`src/rtl/serial_paralelo_lane.sv`:
```
// Receive-side lane front end: deserialises one MSB-first serial lane into bytes,
// hunts for byte alignment on COM symbols and declares the lane active once enough
// consecutive aligned COMs have been seen. Delivers bytes with strobe and valid flags.
module serial_paralelo_lane #(
  parameter logic [7:0] COM        = 8'hBC,
  parameter logic [7:0] IDL        = 8'h7C,
  parameter int         LOCK_COUNT = 4
) (
  input  logic       clk_32f,
  input  logic       reset,
  input  logic       data_in,
  output logic [7:0] data_out,
  output logic       valid_out,
  output logic       byte_strobe,
  output logic       active
);

  typedef enum logic [1:0] {
    SEARCH = 2'd0,
    ALIGN  = 2'd1,
    ACTIVE = 2'd2
  } state_t;

  localparam logic [3:0] LOCK = 4'(LOCK_COUNT);

  state_t     state;
  state_t     state_next;
  logic [6:0] sr;
  logic [2:0] bit_cnt;
  logic [2:0] bit_cnt_next;
  logic [3:0] com_cnt;
  logic [3:0] com_cnt_next;
  logic [7:0] data_next;
  logic       valid_next;
  logic       strobe_next;
  logic [7:0] cand;
  logic       boundary;

  // The byte being completed on this edge is the seven held bits plus the incoming one.
  assign cand     = {sr, data_in};
  assign boundary = (bit_cnt == 3'd7);
  assign active   = (state == ACTIVE);

  // Next-state, alignment counters and output pulses for the lane FSM.
  always_comb begin
    state_next   = state;
    bit_cnt_next = bit_cnt + 3'd1;
    com_cnt_next = com_cnt;
    data_next    = data_out;
    valid_next   = 1'b0;
    strobe_next  = 1'b0;
    case (state)
      SEARCH: begin
        bit_cnt_next = bit_cnt;
        if (cand == COM) begin
          bit_cnt_next = 3'd0;
          com_cnt_next = 4'd1;
          state_next   = ALIGN;
        end
      end
      ALIGN: begin
        if (boundary) begin
          if (cand == COM) begin
            if (com_cnt + 4'd1 == LOCK) begin
              com_cnt_next = LOCK;
              state_next   = ACTIVE;
            end else begin
              com_cnt_next = com_cnt + 4'd1;
            end
          end else begin
            com_cnt_next = 4'd0;
            state_next   = SEARCH;
          end
        end
      end
      ACTIVE: begin
        if (boundary) begin
          data_next   = cand;
          strobe_next = 1'b1;
          valid_next  = (cand != COM) && (cand != IDL);
        end
      end
      default: begin
        state_next   = SEARCH;
        bit_cnt_next = 3'd0;
        com_cnt_next = 4'd0;
      end
    endcase
  end

  // Register all lane state on the bit clock; reset discards any partial byte.
  always_ff @(posedge clk_32f) begin
    if (reset) begin
      state       <= SEARCH;
      sr          <= 7'd0;
      bit_cnt     <= 3'd0;
      com_cnt     <= 4'd0;
      data_out    <= 8'h00;
      valid_out   <= 1'b0;
      byte_strobe <= 1'b0;
    end else begin
      state       <= state_next;
      sr          <= cand[6:0];
      bit_cnt     <= bit_cnt_next;
      com_cnt     <= com_cnt_next;
      data_out    <= data_next;
      valid_out   <= valid_next;
      byte_strobe <= strobe_next;
    end
  end

endmodule

```
`config.mk`:
```
export PLATFORM = sky130hd
export DESIGN_NAME = serial_paralelo_lane
export DESIGN_NICKNAME = d
export VERILOG_FILES = /design/src/rtl/serial_paralelo_lane.sv
export SDC_FILE = /design/constraint.sdc
export NUM_CORES = 1
export LEC_CHECK = 0
export CAP_MARGIN = 20
export CORE_MARGIN = 10
export CORE_UTILIZATION = 57
export CTS_CLUSTER_SIZE = 40
export DETAILED_ROUTE_END_ITERATION = 10
export PLACE_DENSITY = 0.79
export REMOVE_ABC_BUFFERS = 1
export SYNTH_ARGS = -nofsm -noshare
export SYNTH_HDL_FRONTEND = slang
export SYNTH_SLANG_ARGS = --single-unit
```
`constraint.sdc`:
```
create_clock -name clk_32f -period 4.2 [get_ports clk_32f]
set_input_delay 0.42 -clock clk_32f [delete_from_list [all_inputs] [get_ports clk_32f]]
set_output_delay 0.42 -clock clk_32f [all_outputs]
set_load 0.05 [all_outputs]
```
Word-level counts from Yosys, hierarchy flattened
Index checks and enable logic that the tools add are counted.
{"block": "word_totals", "reg_bits": 26, "in_bits": 3, "out_inout_bits": 11, "word_cells": 42}
{"block": "op_classes", "n_reduce_logical": 8, "n_mux": 13, "n_eq_ne": 10, "bitwise": 2, "n_addsub": 2}
{"operator": "2-to-1 mux 4 bit", "count": 4}
{"operator": "one-hot mux 4 bit (3 select lines)", "count": 1}
{"operator": "equality test 8 bit, second input constant", "count": 1}
{"operator": "2-to-1 mux 2 bit", "count": 4}
{"operator": "!= test 8 x 7 -> 1 bit, second input constant", "count": 1}
{"operator": "!= test 8 bit, second input constant", "count": 1}
{"operator": "one-hot mux 2 bit (3 select lines)", "count": 1}
{"operator": "one-hot mux 3 bit (2 select lines)", "count": 1}
{"operator": "adder 4 x 1 -> 4 bit, second input constant", "count": 1}
{"operator": "equality test 4 x 3 -> 1 bit, second input constant", "count": 1}
{"operator": "!= test 2 bit, second input constant", "count": 2}
{"operator": "AND reduction 4 bit", "count": 1}
{"operator": "OR reduction 2 bit", "count": 2}
{"operator": "adder 3 x 1 -> 3 bit, second input constant", "count": 1}
{"operator": "equality test 3 bit, second input constant", "count": 1}
{"operator": "2-to-1 mux 3 bit", "count": 1}
{"operator": "!= test 3 bit, second input constant", "count": 1}
{"operator": "AND reduction 3 bit", "count": 1}
{"operator": "OR reduction 3 bit", "count": 1}
{"operator": "equality test 2 x 1 -> 1 bit, second input constant", "count": 1}
{"operator": "equality test 2 bit, second input constant", "count": 1}
{"operator": "logical NOT 2 bit", "count": 1}
{"operator": "inverter 1 bit", "count": 2}
{"operator": "AND reduction 2 bit", "count": 1}
{"operator": "other kinds (2)", "count": 2}

Longest topological paths before layout
Gate-level depths: netlist of the first run.
{"block": "depth", "depth_word": 6, "ltp_mapped": 7, "depth_no_buf": 7}

Worst setup path before layout of the first run
Ideal clock, no wire load.
{"block": "synth_path", "kind": "register to register", "from": "register state[0]", "to": "register valid_out", "slack_ns": 2.579, "path_stages_with_launch": 7, "period_less_slack_ns": 1.621, "path_buffers": 1, "arrival_time_ns": 1.564, "setup_time_ns": 0.058, "required_time_ns": 4.142, "path_cell_list": "dfxtp_1 -> inv_1 -> ha_1 -> buf_2 -> nand2_1 -> nor2_1 -> o21a_1"}
{"block": "synth_between", "elab_chain_cells": 3}
{"element": "start, declared", "line_no": "26", "rtl": "state_t state;"}
{"element": "start signal, assigned", "line_no": "102", "rtl": "state <= state_next;"}
{"element": "equality test 2 bit"}
{"element": "named net active", "line_no": "15", "rtl": "output logic active"}
{"element": "inverter 1 bit (no line)"}
{"element": "OR reduction 3 bit (no line)"}
{"element": "end signal, assigned", "line_no": "107", "rtl": "valid_out <= valid_next;"}
{"element": "end, declared", "line_no": "13", "rtl": "output logic valid_out,"}
The timed path passes the listed nets, and every way through them passes these cells.
A chain may end at the register's enable or synchronous reset.

Final worst setup path of the first run
{"block": "layout_path", "from": "register state[0]", "to": "output port active"}
{"block": "layout_between", "elab_chain_cells": 1}
{"element": "equality test 2 bit", "line_no": "42", "rtl": "assign active = (state == ACTIVE);"}
{"element": "end, declared", "line_no": "15"}
No other way between the ends.

==> flow_summary.json, run 1 <==
{
  "fin_nets": 145,
  "status": "completed",
  "grt_max_degree": 27,
  "peakVddDrop_uv": 290,
  "yosysWarnings": 0,
  "critPathArrivalTime_ns": 2.10,
  "wl_per_cell_um": 15.2,
  "synth_cell_types": 37,
  "routedLengthMet1_um": 1060,
  "place.gp.congestion": 0.760,
  "cts_tree": "done",
  "syn_to_final_growth_pct": 15.2,
  "cp-end-kind": "primary output",
  "final_common_cell": "dfxtp_1",
  "hold_class": "reg -> reg",
  "fmax_mhz": 396,
  "via_per_inst": 5.68,
  "power_frac_comb_pct": 21.3,
  "p_per_area_nw_per_um2": 412,
  "rsz0062_at_grt": "no",
  "cts_setup_buffers": 0,
  "place_hpwl_um": 1780,
  "clockPowerShare_pct": 30.9,
  "fin_util_pct": 68.8,
  "report.final.setup_viol": 0,
  "slew_violations": 0,
  "die_area_um2": 4270,
  "drt-initial-drc-count": 30,
  "max_cap_viol_count": 0,
  "tns_ns": 0,
  "synth.avg_cell_area_um2": 9.61,
  "drc": 0,
  "seq_area_frac_synth_pct": 44.4,
  "p_leak_uw": 0.000488,
  "grt_pass1_wl_um": 3930,
  "firstDrtPassIters": 4,
  "cp_data_required_time_ns": 3.78,
  "ys_ff_latch": 26,
  "placed_cells": 157,
  "cp_max_fo": 12,
  "fin_crit_sh_pct": 60.1,
  "finalHoldViolCount": 0,
  "start_util_pct": 59.8,
  "track_usage_pct": 11.5,
  "maxSlewHeadroom_pct": 32.8,
  "port_buffers": 13,
  "diodes": 0,
  "hold_buffers": 0,
  "syn_area_um2": 1170,
  "internal_power_uw": 400,
  "mostFrequentLayoutCells": "dfxtp_1, nand2_1, a21oi_1",
  "num_vias": 914,
  "ioPinCount": 14,
  "power_uw": 556,
  "synth_ff_type": "dfxtp_1",
  "core.rowCount": 16,
  "switching_share_pct": 28.1,
  "synth_enable_flop_cells": 0,
  "drive_gt1_share_pct": 11.9,
  "grt_antenna_before_repair": 0,
  "fp.coreArea_um2": 1960,
  "wl_met3_um": 120,
  "start_kind": "flop",
  "cts.clk_slew.worst_paths_ns": 0.14,
  "routed_wl_um": 2440,
  "syn-instance-count": 122,
  "p_seq_share_pct": 47.7,
  "final.setup_skew_ns": 0.00141,
  "die_h_um": 65.4,
  "worstMarginPinSlew_ns": 1.01,
  "overflow": 0,
  "async_flop_share_pct": 0,
  "grt_pass1_vias": 865,
  "postRouteAntennaNets": 0,
  "critical_path_class": "reg -> out",
  "cts_sinks": 26,
  "switching_power_uw": 156,
  "final_cells": 161,
  "clock_latency_ns": 0.33,
  "cts-root-buf": "clkbuf_4",
  "cts_buffers": 3,
  "die_w_um": 65.4,
  "period_needed_ns": 2.52,
  "dr_wl_met2_um": 1220,
  "cts_max_path_buffers": 2,
  "cts_resized": 0,
  "highest_layer": "met4",
  "cts.htree.levels": 1
}
==> per-stage QoR <==
stage,instance area (um^2),setup slack [ns],hold WS [ns]
global route,1350,1.59,0.495
CTS,1350,1.67,0.474
floorplan,1130,2.51,0.430
global placement,1300,2.12,0.442
finish,1350,1.68,0.471
detailed placement,1300,2.06,0.454
==> cell families after synthesis <==
family,count (synthesis),synth area share (%)
XOR/XNOR,1,0.747
AND/OR/NAND/NOR,51,25.9
adder cells (fa/ha/maj),7,7.47
buffers and inverters,8,4.27
flip-flops,26,44.4
AO/OA/AOI/OAI,29,17.2
==> final cells by class <==
type / count / area (um^2)
Tap cell: 27 / 33.8
Multi-Input combinational cell: 88 / 602
Clock buffer: 3 / 22.5
Sequential cell: 26 / 520
Inverter: 3 / 11.3
Timing Repair Buffer: 13 / 130
Fill cell: 172 / 612
Clock inverter: 1 / 30.0
==> power by group through the flow <==
stage	registers, uW	logic [uW]	clock network (uW)
global placement	270	111	0
CTS	265	119	175
floorplan	269	90.3	0
global route	266	129	183
finish	265	119	172
detailed placement	271	117	0
==> worst paths after layout <==
kind	cells after the start	end	from	slack [ns]
max reg2reg	7	state[0]	bit_cnt[0]	2.29
min reg2reg	2	data_out[0]	data_out[0]	0.47
max	3	active	state[0]	1.68
min	2	data_out[0]	data_out[0]	0.47
==> routing by layer <==
layer	vias to the layer above	GRT usage, %
met2	16	19.1
met3	5	3.39
li1	449	-
met4	0	6.42
met5	-	0
met1	444	12.9
==> flip-flops by register name, indices dropped and copies added (netlist names) <==
signal / flops
data_out: 8
sr: 7
com_cnt: 4
bit_cnt: 3
state: 2
byte_strobe: 1
valid_out: 1
==> critical path, cell delays in order, from the launching register on <==
cell and delay [ns]:
dfxtp_1 0.34, inv_1 0.11, ha_1 0.43, clkdlybuf4s50_1 0.89
==> Yosys cell counts (2+ instances only) <==
| cell | n | area share, % |
|---|---|---|
| o21a_1 | 3 | 1.9 |
| nor2_1 | 4 | 1.3 |
| buf_2 | 2 | 0.85 |
| nor2b_1 | 8 | 4.3 |
| ha_1 | 7 | 7.5 |
| inv_1 | 3 | 0.96 |
| a21oi_1 | 14 | 6.0 |
| nand3_1 | 13 | 5.5 |
| o21ai_0 | 2 | 0.85 |
| nand2_1 | 14 | 4.5 |
| dfxtp_1 | 26 | 44 |
Power figures use the tool's default switching activity.
==> run 2: changes to the inputs <==
--- a/config.mk
+++ b/config.mk
@@ -7,10 +7,10 @@
 export LEC_CHECK = 0
 export CAP_MARGIN = 20
 export CORE_MARGIN = 10
-export CORE_UTILIZATION = 57
+export CORE_UTILIZATION = 53
 export CTS_CLUSTER_SIZE = 40
 export DETAILED_ROUTE_END_ITERATION = 10
-export PLACE_DENSITY = 0.79
+export PLACE_DENSITY = 0.74
 export REMOVE_ABC_BUFFERS = 1
 export SYNTH_ARGS = -nofsm -noshare
 export SYNTH_HDL_FRONTEND = slang
==> constraint.sdc (replaced) <==
create_clock -name clk_32f -period 2.5 [get_ports clk_32f]
set_input_delay 0.25 -clock clk_32f [delete_from_list [all_inputs] [get_ports clk_32f]]
set_output_delay 0.25 -clock clk_32f [all_outputs]
set_load 0.05 [all_outputs]
==> flow_summary.json, run 2 (synthesis results as in run 1) <==
{
  "via_per_inst": 5.45,
  "status": "completed",
  "start_util_pct": 58.0,
  "crit_slowest_cell": "clkdlybuf4s50_1",
  "cp_data_required_time_ns": 2.25,
  "final.setup_skew_ns": 0.00782,
  "tns_ns": 0,
  "cts.clk_slew.worst_paths_ns": 0.13,
  "cp-end-kind": "primary output",
  "cp_max_fo": 3,
  "p_per_area_nw_per_um2": 603,
  "cts-root-buf": "clkbuf_4",
  "crit_chain": "inv_1 > ha_1 > clkdlybuf4s50_1",
  "r2r-start": "bit_cnt[0]",
  "final_cells": 163,
  "track_usage_pct": 10.7,
  "cts.htree.levels": 1,
  "peakVddDrop_uv": 553,
  "grt_antenna_before_repair": 0,
  "largest_reg_flops": 8,
  "cts_tree": "done",
  "firstDrtPassIters": 4,
  "rsz0062_at_grt": "no",
  "reg_top3": "data_out (8), sr (7), com_cnt (4)",
  "place.gp.congestion": 0.775,
  "fin_crit_sh_pct": 80.9,
  "final_common_cell": "dfxtp_1",
  "top_register": "data_out",
  "worstMarginPinSlew_ns": 0.737,
  "port_buffers": 13,
  "diodes": 0,
  "max_cap_viol_count": 0,
  "critical_path_class": "reg -> out",
  "drive_gt1_share_pct": 13.2,
  "maxSlewHeadroom_pct": 50.7,
  "p_leak_uw": 0.000490,
  "cts_setup_buffers": 0,
  "drt-initial-drc-count": 29,
  "fin_nets": 148,
  "mostFrequentLayoutCells": "dfxtp_1, nand2_1, a21oi_1",
  "finalHoldViolCount": 0,
  "grt_pass1_vias": 886,
  "cp-startpoint": "state[0]",
  "cts_resized": 0,
  "placed_area_um2": 1320,
  "critPathArrivalTime_ns": 1.77,
  "cts_sinks": 26,
  "report.final.setup_viol": 0,
  "die_area_um2": 4490,
  "hold_buffers": 0,
  "routed_wl_um": 2130,
  "grt_pass1_wl_um": 3820,
  "placed_cells": 160,
  "hold_start": "data_out[7]",
  "cts_max_path_buffers": 2,
  "ioPinCount": 14,
  "syn_to_final_growth_pct": 14.5,
  "slew_violations": 0,
  "die_h_um": 67.0,
  "num_vias": 889,
  "max_stage_delay_ns": 0.82,
  "wl_per_cell_um": 13.1,
  "fmax_mhz": 495,
  "hold_class": "reg -> reg",
  "postRouteAntennaNets": 0,
  "drc": 0,
  "start_kind": "flop",
  "finalInstanceArea_um2": 1340,
  "place_hpwl_um": 1610,
  "fp.coreArea_um2": 2020,
  "core.rowCount": 16,
  "cts_buffers": 3,
  "overflow": 0,
  "clock_latency_ns": 0.31,
  "period_needed_ns": 2.02,
  "grt_max_degree": 21,
  "die_w_um": 67.0,
  "power_uw": 810
}
-- run 2: path summary, 6_finish.rpt --
kind,endpoint,slack [ns],depth (start not counted)
worst max register to register,state[1],0.82,8
worst min register to register,data_out[7],0.46,2
worst min-delay path,data_out[7],0.46,2
worst max-delay path,active,0.48,3
-- run 2: power by group --
| part | switching, uW | total (uW) | internal [uW] |
|---|---|---|---|
| registers | 14.2 | 445 | 431 |
| logic | 114 | 196 | 81.9 |
| clock network | 112 | 168 | 56.3 |
-- run 2: routing by layer --
metal	GRT usage (%)	wire, um	part of all wire (%)
met5	0	0	0
met1	11.8	981	46
met4	2.31	9	0.42
met2	18.4	1010	47
met3	4.85	130	6.1
-- run 2: final cells by class --
type | instances | area, um^2
well taps | 27 | 33.8
flip-flops and latches | 26 | 520
multi-input cells | 88 | 602
clock buffers | 3 | 22.5
repair buffers | 16 | 153
inverters | 3 | 11.3
fillers | 173 | 679
-- run 2: through the flow --
stage / setup slack [ns] / util [%] / hold WS, ns
floorplan: 0.814 / - / 0.315
detailed placement: 0.662 / 65.3 / 0.448
finish: 0.478 / 66.4 / 0.462
global route: 0.375 / 66.4 / 0.497
CTS: 0.440 / 66.4 / 0.465
global placement: 0.738 / 65.3 / 0.443
-- run 2: worst max-delay path: cells and delay by family (launching register included) --
kind,cells,cell delay [ns]
flip-flops,1,0.34
buffers and inverters,2,0.93
adder cells (fa/ha/maj),1,0.20
==> run 3: changes to the inputs <==
==> constraint.sdc (replaced) <==
create_clock -name clk_32f -period 1.95 [get_ports clk_32f]
set_input_delay 0.195 -clock clk_32f [delete_from_list [all_inputs] [get_ports clk_32f]]
set_output_delay 0.195 -clock clk_32f [all_outputs]
set_load 0.05 [all_outputs]
==> flow_summary.json, run 3 (synthesis results as in run 1) <==
{
  "status": "completed",
  "cts_buffers": 3,
  "start_kind": "flop",
  "grt_antenna_before_repair": 0,
  "hold_buffers": 0,
  "ioPinCount": 14,
  "core.rowCount": 16,
  "cp-end-kind": "flop",
  "drc": 0,
  "place.gp.congestion": 0.870,
  "cp_max_fo": 7,
  "finalHoldViolCount": 0,
  "peakVddDrop_uv": 649,
  "fmax_mhz": 592,
  "cts.htree.levels": 1,
  "syn_to_final_growth_pct": 19.0,
  "critPathArrivalTime_ns": 1.95,
  "max_cap_viol_count": 0,
  "grt_max_degree": 27,
  "largest_reg_flops": 8,
  "die_area_um2": 4490,
  "fp.coreArea_um2": 2020,
  "wl_per_cell_um": 13.4,
  "final.setup_skew_ns": 0.00211,
  "period_needed_ns": 1.69,
  "routed_wl_um": 2190,
  "firstDrtPassIters": 4,
  "fin_nets": 148,
  "overflow": 0,
  "place_hpwl_um": 1570,
  "cts_sinks": 26,
  "num_vias": 887,
  "cts-root-buf": "clkbuf_4",
  "fin_util_pct": 69.0,
  "slew_violations": 0,
  "cts_tree": "done",
  "via_per_inst": 5.41,
  "track_usage_pct": 10.4,
  "port_buffers": 13,
  "clock_latency_ns": 0.32,
  "maxSlewHeadroom_pct": 66.2,
  "cts_resized": 0,
  "drive_gt1_share_pct": 14.6,
  "diodes": 0,
  "die_h_um": 67.0,
  "grt_pass1_vias": 853,
  "cts_max_path_buffers": 2,
  "tns_ns": 0,
  "top_register": "data_out",
  "worstMarginPinSlew_ns": 0.505,
  "report.final.setup_viol": 0,
  "hold_slack_ns": 0.458,
  "fin_crit_sh_pct": 86.6,
  "cts_setup_buffers": 0,
  "cp_data_required_time_ns": 2.22,
  "grt_pass1_wl_um": 3630,
  "drt-initial-drc-count": 28,
  "final_common_cell": "dfxtp_1",
  "hold_class": "in -> reg",
  "postRouteAntennaNets": 0,
  "critical_path_class": "reg -> reg",
  "reg_top3": "data_out (8), sr (7), com_cnt (4)",
  "mostFrequentLayoutCells": "dfxtp_1, nand2_1, a21oi_1",
  "p_leak_uw": 0.000513,
  "rsz0062_at_grt": "no",
  "p_per_area_nw_per_um2": 867,
  "die_w_um": 67.0,
  "num-fill-cells": 164,
  "start_util_pct": 58.0,
  "cts.clk_slew.worst_paths_ns": 0.14
}
[run 3: changes by cell type in the layout (fill, tap and decap cells not counted)]
cell | previous run | this run
buf_12 | 0 | 2
bufinv_16 | 0 | 1
buf_4 | 3 | 2
clkdlybuf4s50_1 | 13 | 12
[run 3: final timing paths]
path	start	slack [ns]	end	cells after the start
setup / recovery	com_cnt[0]	0.26	com_cnt[0]	6
hold / removal	data_in	0.46	sr[0]	2
setup reg to reg	com_cnt[0]	0.26	com_cnt[0]	6
hold reg to reg	data_out[5]	0.46	data_out[5]	2
[run 3: metrics by stage]
| stage | instance area (um^2) | total power, uW | std cells | setup WS [ns] |
|---|---|---|---|---|
| floorplan | 1130 | 773 | 117 | 0.264 |
| global placement | 1340 | 842 | 160 | 0.275 |
| detailed placement | 1340 | 851 | 160 | 0.201 |
| CTS | 1400 | 1230 | 164 | 0.238 |
| global route | 1400 | 1260 | 164 | 0.153 |
| finish | 1400 | 1210 | 164 | 0.261 |
[run 3: area by class of cell]
| cell class | count | area (um^2) | share of cell area (%) |
|---|---|---|---|
| inverter | 3 | 11.3 | 0.807 |
| multi-input combinational | 88 | 602 | 43.1 |
| timing repair buffer | 16 | 175 | 12.6 |
| tap | 27 | 33.8 | 2.42 |
| sequential | 26 | 520 | 37.3 |
| clock inverter | 1 | 30.0 | 2.15 |
| clock buffer | 3 | 22.5 | 1.61 |
[run 3: critical path, stage by stage (launching register included)]
cell	delay, ns
dfxtp_1	0.48
ha_1	0.25
nor2b_1	0.06
a211o_1	0.28
and3_4	0.18
o31a_1	0.24
nor3_2	0.14
[run 3: routing by layer]
metal | vias to the layer above | GRT usage [%] | share of wire (%)
met5 | - | 0 | 0
met4 | 0 | 4.62 | 1.6
met3 | 4 | 4.52 | 5.3
met2 | 11 | 16.5 | 47
met1 | 413 | 11.8 | 46
li1 | 459 | - | -
[run 3: power by group]
group	internal [uW]	switching [uW]
clock network	208	160
logic	118	152
registers	553	18.8
